`src/rtl/mem_stage_access.sv`:
```
// EX/MEM consumer: runs load/store handshakes against a multi-cycle data RAM,
// stalls upstream while an access is outstanding and drives the MEM/WB register.
module mem_stage_access #(
  parameter int DATA_W  = 32,
  parameter int TIMEOUT = 16
) (
  input  logic              clk,
  input  logic              rst,
  input  logic              wmem_i,
  input  logic              rmem_i,
  input  logic              wreg_i,
  input  logic              wpc_i,
  input  logic [1:0]        jmp_i,
  input  logic [2:0]        alu_ins_i,
  input  logic [DATA_W-1:0] addr_val_i,
  input  logic [DATA_W-1:0] st_data_i,
  input  logic [3:0]        dest_i,
  output logic              mem_req,
  output logic              mem_we,
  output logic [DATA_W-1:0] mem_addr,
  output logic [DATA_W-1:0] mem_wdata,
  input  logic [DATA_W-1:0] mem_rdata,
  input  logic              mem_ack,
  output logic              stall,
  output logic              wb_valid,
  output logic              wb_wreg,
  output logic              wb_wpc,
  output logic [1:0]        wb_jmp,
  output logic [2:0]        wb_alu_ins,
  output logic [3:0]        wb_dest,
  output logic [DATA_W-1:0] wb_data,
  output logic              mem_err
);

  typedef enum logic [1:0] {IDLE, ACCESS, DONE} state_t;

  typedef struct packed {
    logic              store;
    logic              wreg;
    logic              wpc;
    logic [1:0]        jmp;
    logic [2:0]        alu_ins;
    logic [3:0]        dest;
    logic [DATA_W-1:0] addr;
  } hold_t;

  localparam int CW = (TIMEOUT > 2) ? $clog2(TIMEOUT) : 1;
  localparam logic [CW-1:0] TO_LAST = CW'(TIMEOUT - 1);

  state_t        state, state_nxt;
  hold_t         hold;
  logic [CW-1:0] cnt;
  logic          is_mem, to_hit;

  assign is_mem = wmem_i | rmem_i;
  assign to_hit = (TIMEOUT != 0) && (cnt == TO_LAST);

  always_ff @(posedge clk or posedge rst)
    if (rst) state <= IDLE;
    else     state <= state_nxt;

  // Stall is gated by rst so every output reads 0 while reset is held.
  always_comb begin
    state_nxt = state;
    stall     = 1'b0;
    case (state)
      IDLE: begin
        stall = is_mem & ~rst;
        if (is_mem) state_nxt = ACCESS;
      end
      ACCESS: begin
        stall = ~rst;
        if (mem_ack || to_hit) state_nxt = DONE;
      end
      DONE:    state_nxt = IDLE;
      default: state_nxt = IDLE;
    endcase
  end

  always_ff @(posedge clk or posedge rst)
    if (rst) begin
      hold       <= '0;
      cnt        <= '0;
      mem_req    <= 1'b0;
      mem_we     <= 1'b0;
      mem_addr   <= '0;
      mem_wdata  <= '0;
      wb_valid   <= 1'b0;
      wb_wreg    <= 1'b0;
      wb_wpc     <= 1'b0;
      wb_jmp     <= '0;
      wb_alu_ins <= '0;
      wb_dest    <= '0;
      wb_data    <= '0;
      mem_err    <= 1'b0;
    end else begin
      case (state)
        IDLE: begin
          if (is_mem) begin
            hold       <= '{store: wmem_i, wreg: wreg_i, wpc: wpc_i, jmp: jmp_i,
                            alu_ins: alu_ins_i, dest: dest_i, addr: addr_val_i};
            mem_req    <= 1'b1;
            mem_we     <= wmem_i;
            mem_addr   <= addr_val_i;
            mem_wdata  <= st_data_i;
            cnt        <= '0;
            wb_valid   <= 1'b0;
          end else begin
            wb_data    <= addr_val_i;
            wb_wreg    <= wreg_i;
            wb_wpc     <= wpc_i;
            wb_jmp     <= jmp_i;
            wb_alu_ins <= alu_ins_i;
            wb_dest    <= dest_i;
            wb_valid   <= wreg_i | wpc_i | (jmp_i != 2'b00);
          end
        end
        ACCESS: begin
          wb_alu_ins <= hold.alu_ins;
          wb_dest    <= hold.dest;
          if (mem_ack) begin
            mem_req  <= 1'b0;
            wb_data  <= hold.store ? hold.addr : mem_rdata;
            wb_wreg  <= hold.store ? 1'b0 : hold.wreg;
            wb_wpc   <= hold.wpc;
            wb_jmp   <= hold.jmp;
            wb_valid <= 1'b1;
          end else if (to_hit) begin
            // Aborted access completes as a harmless no-op instruction.
            mem_req  <= 1'b0;
            mem_err  <= 1'b1;
            wb_data  <= '0;
            wb_wreg  <= 1'b0;
            wb_wpc   <= 1'b0;
            wb_jmp   <= '0;
            wb_valid <= 1'b1;
          end else begin
            cnt <= cnt + CW'(1);
          end
        end
        DONE:    wb_valid <= 1'b0;
        default: wb_valid <= 1'b0;
      endcase
    end

endmodule

```
`config.mk`:
```
export PLATFORM = sky130hd
export DESIGN_NAME = mem_stage_access
export DESIGN_NICKNAME = d
export VERILOG_FILES = /design/src/rtl/mem_stage_access.sv
export SDC_FILE = /design/constraint.sdc
export NUM_CORES = 1
export LEC_CHECK = 0
export ABC_CLOCK_PERIOD_IN_PS = 5100
export CELL_PAD_IN_SITES_DETAIL_PLACEMENT = 1
export CELL_PAD_IN_SITES_GLOBAL_PLACEMENT = 1
export CORE_MARGIN = 2
export CORE_UTILIZATION = 35
export CTS_CLUSTER_SIZE = 40
export DETAILED_ROUTE_END_ITERATION = 8
export PLACE_DENSITY = 0.8
export SYNTH_ARGS = -nofsm -noshare
export SYNTH_HDL_FRONTEND = slang
export SYNTH_SLANG_ARGS = --single-unit
```
`constraint.sdc`:
```
create_clock -name clk -period 5.1 [get_ports clk]
set_input_delay 1.275 -clock clk [delete_from_list [all_inputs] [get_ports clk]]
set_output_delay 1.275 -clock clk [all_outputs]
set_load 0.01 [all_outputs]
```
; Word level (Yosys, flattened, before mapping)
; Index checks and enable logic that the tools add are counted.
[word_totals]
inputBits = 112
register_bits = 128
[classes]
bitwise = 6
n_addsub = 1
eq_ne = 8
n_reduce_logical = 11
n_mux = 36
[ops]
columns = op, count
row1 = two-way mux 32 bit, 4
row2 = case mux 32 bit (2 select lines), 1
row3 = two-way mux 4 bit, 4
row4 = case mux 4 bit (2 select lines), 2
row5 = two-way mux 1 bit, 11
row6 = two-way mux 2 bit, 5
row7 = != test 2 bit (second input constant), 5
row8 = case mux 1 bit (2 select lines), 5
row9 = AND reduction 3 bit, 3
row10 = case mux 2 bit (2 select lines), 2
row11 = case mux 3 bit (2 select lines), 1
row12 = AND reduction 2 bit, 3
row13 = adder 4 x 1 -> 4 bit (second input constant), 1
row14 = equality test 4 bit (second input constant), 1
row15 = AND reduction 4 bit, 1
row16 = nonzero test 2 bit, 2
row17 = two-way mux 3 bit, 1
row18 = != test 3 bit (second input constant), 1
row19 = OR 1 bit, 3
row20 = equality test 2 x 1 -> 1 bit (second input constant), 1
row21 = zero test 2 bit, 1
row22 = inverter 1 bit, 2
row23 = bitwise AND 1 bit, 1
row24 = logical OR 1 bit, 1

; Longest topological paths before layout
[logic_depth]
ltp_word = 4
mapped_depth = 6

; Least setup slack after synthesis
; OpenSTA, ideal clock, no wires.
[synth_path]
path_kind = in2out
from = in rmem_i
to = out stall
path_slack_ns = 2.248
arrival_ns = 1.577
cell_stages = 2
path_cell_list = nor3_1 nor3_1
[synth_between]
elab_chain_cells = 3
[synth_rtl]
columns = item, line_no
row1 = start: declaration, 10  ; input logic rmem_i,
row2 = OR 1 bit, 55  ; assign is_mem = wmem_i | rmem_i;
row3 = bitwise AND 1 bit, 68  ; stall = is_mem & ~rst;
row4 = case mux 1 bit (2 select lines), 66  ; case (state)
row5 = end: declaration, 24  ; output logic stall,
; Every way passes these cells.

; Worst setup path after layout
; Same ends and word-level chain as after synthesis.

==> run summary <==
Status - completed
DRC Markers - 0
First-pass detailed-route iteration total - 4
Worst Hold Launch - mem_err
Arr. time, crit path - 2.59 ns
DR vias - 4,208
Yosys Warn Count - 0
HP Class - register to register
Setup violators final - 0
R2R setup slack - 2.61 ns
Pin count of the biggest net entering global routing - 112
Clk Latency, worst-skew pair - 0.41 ns
Antenna violations before repair - 0
Relative slew slack - 32.5%
Grt ovf - 0
Share of total power in combinational logic - 47.9%
Final Core Density - 51.7%
Die area - 18,400 um^2
First-pass GRT wire length - 26.2 mm
Cts repair resizes - 0
DRT iter0 DRCs - 144
# Max-Cap Violations - 0
Seq/Total Area, Yosys - 52.8%
Max frequency - 259 MHz
Clock Skews - 0.00659 ns
Final hold vios - 0
Hold-fix buffers, CTS - 0
Post-synth cell types - 38
Post-layout min period - 3.86 ns
Worst path required time - 3.83 ns
IO Port Bufs - 223
Syn Inst Count - 428
Tcrit/Tclk final - 75.8%
Vias in the first global route - 4,674
Die H - 136 um
Clock share of power - 20.9%
Worst Tran Pin Value - 1.01 ns
Final setup TNS - 0 ns
Slew Viols, Final - 0
Final hold slack - 0.462 ns
ANT cells - 0
Root Buffer - clkbuf_16
Core Rows - 48
Num ports - 224
Syn nets - 541
Syn-to-layout area delta - 45.8%
Fill cells - 1,705
CTS H-tree lvls - 4
Postcts setup bufs - 0
Yosys reg bits - 128
Maximum vdd drop - 0.000384 V
Placer Congestion - 0.738
Switching power - 1930 uW
Final Instance Area - 8840 um^2
Placed Area - 8230 um^2
Via density - 4.92
Die Width - 136 um
Syn_area_per_cell - 14.2 um^2
Final HPWL DP - 11.5 mm
Depth of the most critical reg-to-reg path - 5
Worst hold path depth - 1
Starting density of the core - 35.4%
Share of layout cells above drive strength 1 - 26.3%
Max FO, Critical Path - 3
Final ANT Viol Nets - 0
Final layout net count - 730
CTS Buf Count - 17
Clock sinks - 128
Worst Setup End Kind - primary output
WL final - 16.5 mm
GRT Overall Usage - 18.5%
RSZ-0062 raised after global routing - no
Crit Reg-Reg Endpoint - wb_data[13]
Deepest clock path buffer count - 2
CP startpoint kind - primary input
Pwr Density - 679 nW/um^2
FF-to-FF Start - cnt[0]
Dpl ws - 1.24 ns
Synthesized cell area - 6070 um^2
Reg power frac - 31.1%
Core box area - 17,100 um^2
Worst Hold Endpoint - mem_err
Clk slew on worst S/H paths - 0.06 ns
Crit Path Class - primary input to primary output
Leakage - 0.00376 uW
Sw Ratio - 32.1%
Fin worst setup slack - 1.24 ns
TritonCTS clock tree - done
Routed wire length per instance - 19.3 um
Pint - 4070 uW
[cell usage in the layout (no fill, tap or decap), types with 2 or more instances in the layout]
cell	instances
buf_4	6
o2bb2ai_1	32
a21o_1	2
nand2_1	8
mux2_2	95
mux2_4	29
clkdlybuf4s50_1	223
nor2_1	2
mux2i_1	38
clkbuf_8	4
nand3_1	2
and3_1	2
inv_1	7
clkbuf_1	2
nor3_1	3
dfrtp_1	127
clkinv_2	3
clkinv_4	2
clkbuf_16	17
bufinv_16	3
[registers in the layout, summed over array words and instances, names as in the netlist]
signal,flops
wb_dest,4
state,2
wb_alu_ins,3
wb_wpc,1
wb_valid,1
wb_jmp,2
mem_wdata,32
mem_err,1
wb_data,32
cnt,4
mem_req,1
wb_wreg,1
hold,44
[worst max-delay path by stage]
stage / startpoint / endpoint / slack, ns / cells after the start
finish: rmem_i / stall / 1.24 / 4
global route: rmem_i / stall / 1.16 / 4
CTS: rmem_i / stall / 1.22 / 4
detailed placement: rmem_i / stall / 1.24 / 4
global placement: rmem_i / stall / 1.26 / 4
floorplan: rst / cnt[0] / 0.41 / 1
[routing by layer]
layer	share of wire, %	global-route usage [%]	vias to the layer above
met2	52	32.7	130
met4	1.2	5.21	0
met1	40	21.9	2158
met5	0	0	-
met3	6.6	5.46	15
li1	-	-	1905
[Yosys cell counts]
library cell	instances	area, um^2
a21o_1	2	15.0
a21oi_1	1	5.00
a22o_1	1	8.76
a22oi_1	1	7.51
a31o_2	1	8.76
a31oi_1	1	6.26
a41oi_1	1	8.76
and3_1	2	12.5
and4b_1	1	10.0
buf_1	1	3.75
buf_12	3	60.1
buf_2	14	70.1
buf_4	32	240
buf_6	1	11.3
clkbuf_1	8	30.0
dfrtp_1	128	3200
ha_1	1	12.5
inv_1	8	30.0
mux2_2	95	1070
mux2_4	29	435
mux2i_1	38	380
nand2_1	8	30.0
nand2b_1	1	6.26
nand3_1	2	10.0
nand3b_1	1	7.51
nor2_1	2	7.51
nor2b_1	1	6.26
nor3_1	3	15.0
nor3_2	1	10.0
nor3b_1	1	7.51
nor4_1	1	6.26
nor4bb_1	1	10.0
o21a_1	1	7.51
o21ai_0	1	5.00
o221a_1	1	11.3
o2bb2ai_1	32	280
o32ai_1	1	8.76
or3b_1	1	8.76
[power groups by stage]
stage | logic [uW] | registers (uW) | clock network (uW)
after detailed placement | 2910 | 1880 | 0
after global routing | 3070 | 1940 | 1340
after CTS | 2920 | 1880 | 1300
final | 2880 | 1870 | 1260
after floorplan | 1720 | 1930 | 0
after global placement | 2810 | 1840 | 0
[cell type report]
class,count,area [um^2],area share [%]
inverter,8,35.0,0.396
tap,225,282,3.18
sequential,128,3200,36.2
timing repair buffer,229,2280,25.7
clock inverter,9,130,1.47
clock buffer,23,488,5.52
multi-input combinational,233,2430,27.4
[critical path: stages]
cell and delay, ns:
clkdlybuf4s50_1 0.52, nor3_1 0.08, nor3_1 0.15, clkdlybuf4s50_1 0.56
[stage by stage]
stage | total power, uW | instances
6_report | 6000 | 855
5_1_grt | 6350 | 855
4_1_cts | 6100 | 855
3_5_place_dp | 4790 | 823
3_3_place_gp | 4660 | 823
2_1_floorplan | 3660 | 428
[logic make-up (layout without fill, tap and decap cells)]
kind of cell	count (synthesis)	after routing	share of synthesized area, %
fa+ha+maj	1	1	0.206
flops	128	128	52.8
simple gates	26	26	2.43
compound gates	44	44	6.15
mux	162	162	31.1
buf+inv	67	269	7.34
Note: power is estimated with default switching activity, not from simulation.
